`src/rtl/axis_chk_pkg.sv`:
```
// Shared types and constants for the AXI-Stream checker: FSM states, LFSR taps,
// throttle encodings and the throttle-to-ready decode.
package axis_chk_pkg;

  typedef enum logic [1:0] {
    IDLE = 2'd0,
    RUN  = 2'd1,
    DONE = 2'd2
  } chk_state_t;

  // Right-shifting Galois taps for x^16 + x^14 + x^13 + x^11 + 1 (maximal length)
  localparam logic [15:0] LFSR_POLY = 16'hB400;

  localparam logic [1:0] THR_FULL = 2'd0;
  localparam logic [1:0] THR_3Q   = 2'd1;
  localparam logic [1:0] THR_HALF = 2'd2;
  localparam logic [1:0] THR_1Q   = 2'd3;

  function automatic logic ready_decode(input logic [1:0] thr, input logic [1:0] top);
    logic rdy;
    case (thr)
      THR_FULL: rdy = 1'b1;
      THR_3Q:   rdy = ~(top[1] & top[0]);
      THR_HALF: rdy = top[1];
      default:  rdy = top[1] & top[0];
    endcase
    return rdy;
  endfunction

endpackage

```
`src/rtl/axis_ready_lfsr.sv`:
```
// Seeded Galois LFSR producing the pseudo-random ready pattern; ready_next is the
// decode of the value the LFSR will hold after the coming edge.
module axis_ready_lfsr
  import axis_chk_pkg::*;
#(
  parameter int LFSR_WIDTH = 16
) (
  input  logic                  rd_clk,
  input  logic                  rd_reset_n,
  input  logic                  load,
  input  logic [LFSR_WIDTH-1:0] seed,
  input  logic                  advance,
  input  logic [1:0]            throttle,
  output logic                  ready_next
);

  localparam logic [LFSR_WIDTH-1:0] POLY = LFSR_WIDTH'(LFSR_POLY);

  logic [LFSR_WIDTH-1:0] r_lfsr;
  logic [LFSR_WIDTH-1:0] w_lfsr_d;

  // An all-zero state would lock up the LFSR, so a zero seed becomes 1
  always_comb begin
    w_lfsr_d = r_lfsr;
    if (load) begin
      w_lfsr_d = (seed == '0) ? LFSR_WIDTH'(1) : seed;
    end else if (advance) begin
      w_lfsr_d = (r_lfsr >> 1) ^ (r_lfsr[0] ? POLY : '0);
    end
  end

  always_ff @(posedge rd_clk or negedge rd_reset_n) begin
    if (!rd_reset_n) begin
      r_lfsr <= LFSR_WIDTH'(1);
    end else begin
      r_lfsr <= w_lfsr_d;
    end
  end

  assign ready_next = ready_decode(throttle, w_lfsr_d[LFSR_WIDTH-1 -: 2]);

endmodule

```
`config.mk`:
```
export PLATFORM = sky130hd
export DESIGN_NAME = axis_ready_lfsr
export DESIGN_NICKNAME = d
export VERILOG_FILES = /design/src/rtl/axis_chk_pkg.sv /design/src/rtl/axis_ready_lfsr.sv
export SDC_FILE = /design/constraint.sdc
export NUM_CORES = 1
export LEC_CHECK = 0
export ABC_AREA = 1
export CAP_MARGIN = 20
export CELL_PAD_IN_SITES_DETAIL_PLACEMENT = 1
export CELL_PAD_IN_SITES_GLOBAL_PLACEMENT = 2
export CORE_MARGIN = 3
export CORE_UTILIZATION = 27
export DETAILED_ROUTE_END_ITERATION = 10
export GPL_TIMING_DRIVEN = 0
export PLACE_DENSITY = 0.8
export SETUP_SLACK_MARGIN = 0.1
export SLEW_MARGIN = 20
export SYNTH_ARGS = -nofsm -noshare
export SYNTH_HDL_FRONTEND = slang
export SYNTH_SLANG_ARGS = --single-unit
```
`constraint.sdc`:
```
create_clock -name rd_clk -period 1.4 [get_ports rd_clk]
set_input_delay 0.28 -clock rd_clk [delete_from_list [all_inputs] [get_ports rd_clk]]
set_output_delay 0.28 -clock rd_clk [all_outputs]
set_load 0.05 [all_outputs]
```
==> run metrics <==
clock root buffer clkbuf_4; vias in the first global route 829; FF+latch area 402 um^2; Area after DPL 0.00118 mm^2; Reg with most FFs r_lfsr; via count 810; R2R depth 4; final-report max-slew violation count 0; leakage power 0.545 nW; final setup fails 1; Seq cells post-synth 16; VDD IR max 0.382 mV; Area Overhead vs Synth 37.4%; R2R Setup Slk 300 ps; slowest cell on the critical path dfstp_2; RSZ-0062 raised after global routing true; hold slack 311 ps; Total Power 1.09 mW; grt ovf 0; Post-Syn Area 903 um^2; DR vias/cell 4.50; Period minus WS final 1640 ps; CP top delay family flip-flops; Worst Tran Pin Value 717 ps; PD cells 877 mW/mm^2; diode count 0; # IOs 23; Fin. Hold Viols 0; Final Cycle Share 1.17; DR DRC count 0; share of layout cells above drive strength 1 0.235; Slew headroom 0.521; die area 0.00408 mm^2; gpl congestion 0.754; Die X 63.8 um; clock-pin slew on the worst setup and hold paths 90 ps; critical path, cell by cell nand3_2 > nand3_4 > nand2_2 > nand2_2 > nand3_4 > buf_8; CTS Sinks 16; Setup WS pre-CTS -1100 ps; CP required 1120 ps; biggest registers after layout r_lfsr (16); H-tree depth 1; synthesis warning total 0; Fillers 387; DR WL/cell 12.7 um; Post-Syn Nets 132; worst skew pair latency 290 ps; worst setup margin -240 ps; commonest non-fill, non-tap cells in the layout 32 x nand2_1, 19 x clkdlybuf4s50_1, 15 x dfrtp_1, 11 x nor2_1; count of mapped cells out of synthesis 110; commonest non-fill, non-tap cell in the layout nand2_1; CP peak stage delay 550 ps; die boundary height 63.8 um; hold path startpoint load; FMAX 610 MHz; CP arrival 1360 ps; area of the multi-input gates 462 um^2; Hold Path Sink r_lfsr[2]; WL final 2280 um; Critical Path Source Type flop; CTS tree yes; post-route cell area 0.00124 mm^2; Hold Path Depth 3; antenna violations before repair 0; outcome complete, but fails checks; Initial Util 0.289; post-DP HPWL 1810 um; number of CTS-inserted buffers 3; syn avg cell area 8.21 um^2; r2r startpoint r_lfsr[0]; worst hold path type input pin to flop; first-pass GRT wire length 4030 um; DRT iter0 DRCs 15; Buf+Inv Stages, Crit Path 1; final core occ 0.397; CP endpoint kind output pin; Synth cell types 19; Worst Skew 9.43 ps; RR Endpoint r_lfsr[10]; First-pass DRT Iterations 4; Max clock buf depth 2; maximum net fanout on the critical path 4; Largest register FFs 16; max cap viols 0; Final ANT Viol Nets 0; Core Region 0.00313 mm^2; Setup CP Type flop to output pin; failing checks negative setup slack; GR Util All Layers 0.130; largest net degree at the start of global routing 17; # port buffers 21; Net count, final 159; post-synthesis sequential area ratio 0.445; # rows 20
==> per-stage QoR <==
step	std cells	TNS, ps
3_3_place_gp	175	-1880
4_1_cts	180	-270
5_1_grt	180	-320
6_report	180	-240
3_5_place_dp	175	-2170
2_1_floorplan	110	0
==> synth_stat cells <==
| master | count | area [um^2] |
|---|---|---|
| inv_1 | 9 | 33.8 |
| inv_2 | 1 | 3.75 |
| o211ai_1 | 1 | 7.51 |
| nand3_2 | 1 | 10.0 |
| nand2_2 | 3 | 18.8 |
| o22ai_1 | 1 | 6.26 |
| a21oi_1 | 3 | 15.0 |
| inv_4 | 2 | 12.5 |
| dfstp_2 | 1 | 26.3 |
| nor2_4 | 2 | 22.5 |
| nor2_1 | 11 | 41.3 |
| nand2_1 | 34 | 128 |
| a22oi_2 | 9 | 113 |
| buf_6 | 1 | 11.3 |
| clkinv_1 | 1 | 3.75 |
| buf_2 | 2 | 10.0 |
| nand3_1 | 7 | 35.0 |
| dfrtp_1 | 15 | 375 |
| o21ai_1 | 6 | 30.0 |
==> metal layers <==
layer,global-route usage,vias up,part of all wire,routed length (um)
li1,-,407,-,-
met4,0.0728,0,0.029,66
met2,0.187,15,0.46,1050
met5,0,-,0,0
met1,0.181,383,0.48,1090
met3,0.0211,5,0.034,77
==> timing repair <==
action	in CTS	in global routing
buffers inserted	1	0
pin swaps	4	1
hold buffers	0	0
resized for setup	14	0
endpoints found under the setup margin	1	1
==> layout make-up <==
class | instances | share of cell area
buffer | 3 | 0.0171
timing repair buffer | 22 | 0.178
clock buffer | 4 | 0.0212
sequential | 16 | 0.324
inverter | 13 | 0.0433
multi-input combinational | 78 | 0.372
tap | 44 | 0.0444
==> logic make-up after synthesis <==
group,after synthesis,synth area share
and+or+nand+nor,58,0.283
AOI/OAI and AO/OA,20,0.190
DFF,16,0.445
buffers and inverters,16,0.0831
==> worst register-to-register path, stage by stage (launching register included) <==
cell,delay [ps]
dfstp_2,550
buf_4,110
inv_1,90
o21ai_1,160
nand3_1,90
==> where the power goes <==
group          internal [mW]  leakage, nW  switching [mW]  total (mW)
clock                  0.111       0.0150           0.155       0.266
combinational          0.132        0.338           0.149       0.281
sequential             0.513        0.192          0.0292       0.542
total                  0.755        0.545           0.333        1.09
==> worst max path at each step <==
stage / start / end / slack, ps / cells after the start
floorplan: r_lfsr[0] / ready_next / 110 / 4
global placement: advance / ready_next / -1080 / 8
detailed placement: advance / ready_next / -1100 / 8
CTS: r_lfsr[0] / ready_next / -270 / 6
global route: r_lfsr[0] / ready_next / -320 / 6
finish: r_lfsr[0] / ready_next / -240 / 6
Note: power is estimated with default switching activity, not from simulation.
